==> src/rtl/h_eqlz_seq.sv <==
// Per-RE channel coefficient sequencer for one NB-IoT subframe (14 symbols x 12 subcarriers); optional macro HEQ_PILOT_SKIP_EN skips divider requests on pilot symbols.
// Latency: REQ -> WAIT -> OUT, min 3 cycles per RE with a 1-cycle divider; load of N_SC pilot beats precedes the first request.
// Backpressure: h_valid holds the coefficient stable until h_ready; no new divider request is issued while an RE is unaccepted.
module h_eqlz_seq #(
  parameter int WIDTH = 16,
  parameter int N_SC  = 12,
  parameter int N_SYM = 14,
  parameter int P1    = 5,
  parameter int P2    = 12
) (
  input  logic             CLK,
  input  logic             RST,
  input  logic             est_valid,
  input  logic [WIDTH-1:0] est1,
  input  logic [WIDTH-1:0] est2,
  output logic             div_start,
  output logic [3:0]       div_sym,
  output logic [3:0]       div_sc,
  input  logic             div_done,
  input  logic [WIDTH-1:0] div_res_1,
  input  logic [WIDTH-1:0] div_res_2,
  output logic [WIDTH-1:0] h_eqlz,
  output logic [1:0]       h_sel,
  output logic [3:0]       h_sym,
  output logic [3:0]       h_sc,
  output logic             h_valid,
  input  logic             h_ready,
  output logic             busy,
  output logic             frame_done
);

`ifdef HEQ_PILOT_SKIP_EN
  localparam logic SKIP = 1'b1;
`else
  localparam logic SKIP = 1'b0;
`endif

  localparam logic [3:0] P1_L     = 4'(P1);
  localparam logic [3:0] P2_L     = 4'(P2);
  localparam logic [3:0] SC_LAST  = 4'(N_SC - 1);
  localparam logic [3:0] SYM_LAST = 4'(N_SYM - 1);
  // symbols before the midpoint take the first-slot interpolation
  localparam logic [3:0] HALF     = 4'(N_SYM / 2);

  typedef enum logic [2:0] {IDLE, LOAD, REQ, WAIT, OUT} state_t;

  state_t           state;
  logic [WIDTH-1:0] buf1 [N_SC];
  logic [WIDTH-1:0] buf2 [N_SC];
  logic [3:0]       sym;
  logic [3:0]       sc;
  logic [3:0]       ld_cnt;

  logic             ld_we;
  logic             last_sc;
  logic             last_re;
  logic [3:0]       nsym;
  logic [3:0]       nsc;
  logic [WIDTH-1:0] pick_val;
  logic [1:0]       pick_sel;

  function automatic logic is_pilot(input logic [3:0] s);
    return (s == P1_L) || (s == P2_L);
  endfunction

  // load enable, next RE coordinates and coefficient selection for the current RE
  always_comb begin
    // the IDLE cycle that carries frame_done does not start a new load
    ld_we    = est_valid && (((state == IDLE) && !frame_done) || (state == LOAD));
    last_sc  = (sc == SC_LAST);
    last_re  = last_sc && (sym == SYM_LAST);
    nsc      = last_sc ? 4'd0 : sc + 4'd1;
    nsym     = last_sc ? sym + 4'd1 : sym;
    pick_val = div_res_2;
    pick_sel = 2'b00;
    if (sym == P1_L) begin
      pick_val = buf1[sc];
      pick_sel = 2'b01;
    end else if (sym == P2_L) begin
      pick_val = buf2[sc];
      pick_sel = 2'b11;
    end else if (sym < HALF) begin
      pick_val = div_res_1;
      pick_sel = 2'b10;
    end
  end

  // pilot estimate buffer, one entry per subcarrier; contents need no reset
  always_ff @(posedge CLK) begin
    if (ld_we) begin
      buf1[ld_cnt] <= est1;
      buf2[ld_cnt] <= est2;
    end
  end

  // sequencer FSM with registered handshake and coefficient outputs
  always_ff @(posedge CLK or posedge RST) begin
    if (RST) begin
      state      <= IDLE;
      sym        <= 4'd0;
      sc         <= 4'd0;
      ld_cnt     <= 4'd0;
      div_start  <= 1'b0;
      div_sym    <= 4'd0;
      div_sc     <= 4'd0;
      h_eqlz     <= '0;
      h_sel      <= 2'b00;
      h_sym      <= 4'd0;
      h_sc       <= 4'd0;
      h_valid    <= 1'b0;
      busy       <= 1'b0;
      frame_done <= 1'b0;
    end else begin
      frame_done <= 1'b0;
      case (state)
        IDLE: begin
          if (ld_we) begin
            ld_cnt <= 4'd1;
            busy   <= 1'b1;
            state  <= LOAD;
          end
        end
        LOAD: begin
          if (ld_we) begin
            if (ld_cnt == SC_LAST) begin
              ld_cnt    <= 4'd0;
              sym       <= 4'd0;
              sc        <= 4'd0;
              div_start <= !(SKIP && is_pilot(4'd0));
              div_sym   <= 4'd0;
              div_sc    <= 4'd0;
              state     <= REQ;
            end else begin
              ld_cnt <= ld_cnt + 4'd1;
            end
          end
        end
        REQ: begin
          div_start <= 1'b0;
          if (SKIP && is_pilot(sym)) begin
            // pilot value is already buffered, no divider round trip needed
            h_eqlz  <= pick_val;
            h_sel   <= pick_sel;
            h_sym   <= sym;
            h_sc    <= sc;
            h_valid <= 1'b1;
            state   <= OUT;
          end else begin
            state <= WAIT;
          end
        end
        WAIT: begin
          if (div_done) begin
            h_eqlz  <= pick_val;
            h_sel   <= pick_sel;
            h_sym   <= sym;
            h_sc    <= sc;
            h_valid <= 1'b1;
            state   <= OUT;
          end
        end
        OUT: begin
          if (h_ready) begin
            h_valid <= 1'b0;
            if (last_re) begin
              sym        <= 4'd0;
              sc         <= 4'd0;
              frame_done <= 1'b1;
              busy       <= 1'b0;
              state      <= IDLE;
            end else begin
              sym       <= nsym;
              sc        <= nsc;
              div_start <= !(SKIP && is_pilot(nsym));
              div_sym   <= nsym;
              div_sc    <= nsc;
              state     <= REQ;
            end
          end
        end
        default: state <= IDLE;
      endcase
    end
  end

endmodule

==> config.mk <==
export PLATFORM = sky130hd
export DESIGN_NAME = h_eqlz_seq
export DESIGN_NICKNAME = d
export VERILOG_FILES = /design/src/rtl/h_eqlz_seq.sv
export SDC_FILE = /design/constraint.sdc
export NUM_CORES = 1
export LEC_CHECK = 0
export ABC_CLOCK_PERIOD_IN_PS = 3500
export CAP_MARGIN = 10
export CORE_MARGIN = 2
export CORE_UTILIZATION = 25
export CTS_CLUSTER_SIZE = 12
export DETAILED_ROUTE_END_ITERATION = 8
export SYNTH_ARGS = -nofsm -noshare
export SYNTH_HDL_FRONTEND = slang
export SYNTH_SLANG_ARGS = --single-unit
==> constraint.sdc <==
create_clock -name CLK -period 3.5 [get_ports CLK]
set_input_delay 0.875 -clock CLK [delete_from_list [all_inputs] [get_ports CLK]]
set_output_delay 0.875 -clock CLK [all_outputs]
set_load 0.005 [all_outputs]
==> results.cfg <==
[status]
status = finished clean

[placed_design]
gp_congestion = 0.779
dp_slack_ns = 0.435
io_buffers = 106
dp_cells = 2028
dp_hpwl_microns = 29600

[sta]
setup_viol = 0
finalCritPeriodShare_pct = 76.9
hold_viol = 0
setup_slack_ns = 0.807
fin_crit_ns = 2.69
tightest_slew_ns = 0.844
slew_violations = 0
fin_skew_ns = 0.0239
rsz0062_at_grt = false
setup_tns_ns = 0
clock.fmax_mhz = 371
max_slew_margin_pct = 43.8

[route]
wl_met1_microns = 20000
via_per_inst = 4.63
wl_met3_microns = 3850
first_pass_iters = 5
drc = 0
drt-initial-drc-count = 1058
vias = 9776
wl_microns = 44800
top_layer = met5
wl_met2_microns = 20100
wl_per_cell_microns = 21.2
ant_nets = 0

[setup_path]
cp_max_fo = 33
cp_data_required_time_ns = 3.90
cpPeakStageDelay_ns = 0.79
arrival_ns = 3.09
criticalPathCategory = flip-flop to flip-flop
cpMaxStageDelayCell = dfrtp_4
start_kind = flip-flop
path_cells = buf_4, mux4_2, a2111oi_0, o32ai_1
end_kind = flip-flop

[die]
die-area_sq_mm = 0.0728
dieHeight_microns = 270
die_x_microns = 270
start_util_pct = 25.2
coreArea_sq_mm = 0.0700
pin_count = 107
rows = 97

[pwr]
combPwrFrac_pct = 13.1
p_int_mw = 9.60
p_leak_nw = 6.88
report.power.total_mw = 12.7
netSwitchingFraction_pct = 24.7
power.density_mw_per_mm2 = 595
ir_drop_mv = 0.268
switchingPower_mw = 3.14
p_clk_share_pct = 34.8
p_seq_share_pct = 52.1

[yosys]
synth-seq-area-share_pct = 72.8
synthCells = 992
yosysUniqueCellTypes = 61
synth_warnings = 0
synth_edf_count = 384
synthFlopType = edfxtp_1
synth-seq-cells = 437
avgSynthCellArea_sq_um = 17.8
netlist_area_sq_mm = 0.0177
async_flop_share_pct = 12.1
syn_nets = 1069

[global_routing]
overflow = 0
grt_pass1_vias = 9903
grt_pass1_wl_microns = 65900
grt_max_degree = 54
antenna_found_initial = 6
grt_usage_pct = 12.1

[hold_path]
worstHoldPathType = flip-flop to flip-flop

[final_layout]
nets = 1211
fillers = 6864
layout.cells.non_filler = 2110
reg.largest.list = buf1: 192 flops, buf2: 192 flops, h_eqlz: 16 flops
syn_to_final_growth_pct = 21.3
diodes = 0
drive_gt1_share_pct = 19.5

[run]
drv_cap = 0

[clock_tree]
cts_hold_buf = 0
clock-root-buffer = clkbuf_16
cts_setup_buffers = 0
numCtsBuffers = 44
cts_tree = yes
cts_resized = 0
clk_pin_slew_worst_paths_ns = 0.06
cts_num_sinks = 437
clockBufferDepth = 3
clock_latency_ns = 0.57
htreeDepth = 2
-- cells by family after synthesis --
group                      after synthesis  synth area share [%]
adders and majority gates                8                 0.567
AOI/OAI and AO/OA                      154                  6.24
xor gates and xnor gates                 5                 0.248
muxes                                  125                  12.9
buffers and inverters                   72                  2.06
and+or+nand+nor                        191                  5.14
DFF                                    437                  72.8
-- layout by cell type, fill, tap and decap left out, drive strengths merged, types with 14 or more instances in the layout --
cell / Yosys / layout
edfxtp: 384 / 384
clkdlybuf4s50: 0 / 106
mux4: 79 / 79
nand2: 78 / 78
clkbuf: 23 / 74
dfrtp: 53 / 53
buf: 32 / 45
nor2: 44 / 44
o21ai: 36 / 36
mux2: 29 / 29
a21oi: 22 / 22
inv: 17 / 19
mux2i: 17 / 17
nor2b: 15 / 15
o221ai: 14 / 14
-- cells in the mapped netlist (17+ instances only) --
cell	number	area share, %
mux2_2	29	1.8
mux4_2	77	9.8
o21ai_0	34	0.96
inv_1	17	0.36
mux2i_1	17	0.96
a21oi_1	22	0.62
clkbuf_1	23	0.49
edfxtp_1	384	65
nor2_1	44	0.94
buf_2	17	0.48
nand2_1	77	1.6
dfrtp_1	53	7.5
-- layer usage --
layer	vias up	track usage, %
met5	-	0
met4	8	2.76
met3	59	3.20
met2	376	18.6
met1	5051	17.2
li1	4282	-
-- final timing paths --
kind,start,endpoint,slack (ns),depth (start not counted)
min,h_sym[1],h_sym[1],0.48,2
max,sc[0],h_eqlz[11],0.81,4
min in group asynchronous,RST,h_sc[0],0.71,3
max in group asynchronous,RST,sc[2],2.49,3
min reg2reg,h_sym[1],h_sym[1],0.48,2
max reg2reg,sc[0],h_eqlz[11],0.81,4
-- final cells by class --
class / count / area, sq um / area share [%]
clock inverters: 8 / 98.8 / 0.462
multi-input cells: 483 / 4460 / 20.8
inverters: 17 / 63.8 / 0.298
well taps: 940 / 1180 / 5.49
repair buffers: 151 / 1510 / 7.06
flip-flops and latches: 437 / 12900 / 60.1
clock buffers: 74 / 1240 / 5.81
-- per-stage QoR --
stage	area, sq um	hold WS (ns)	utilization, %
floorplan	17700	0.469	-
global placement	20100	0.465	28.7
detailed placement	20100	0.471	28.7
CTS	21400	0.484	30.6
global route	21400	0.508	30.6
finish	21400	0.478	30.6
-- critical path: cells and delay by family (launching register included) --
kind	cells	cell delay, ns
buffers and inverters	1	0.34
multiplexers	1	0.51
AO/OA/AOI/OAI	2	0.85
flip-flops	1	0.79
-- power by group through the flow --
stage	clock network, mW	logic [mW]	registers (mW)
global route	4.72	1.81	6.70
finish	4.43	1.67	6.63
CTS	4.52	1.70	6.64
global placement	0	1.67	6.71
floorplan	0	0.885	6.60
detailed placement	0	1.69	6.74
Power figures use the tool's default switching activity.
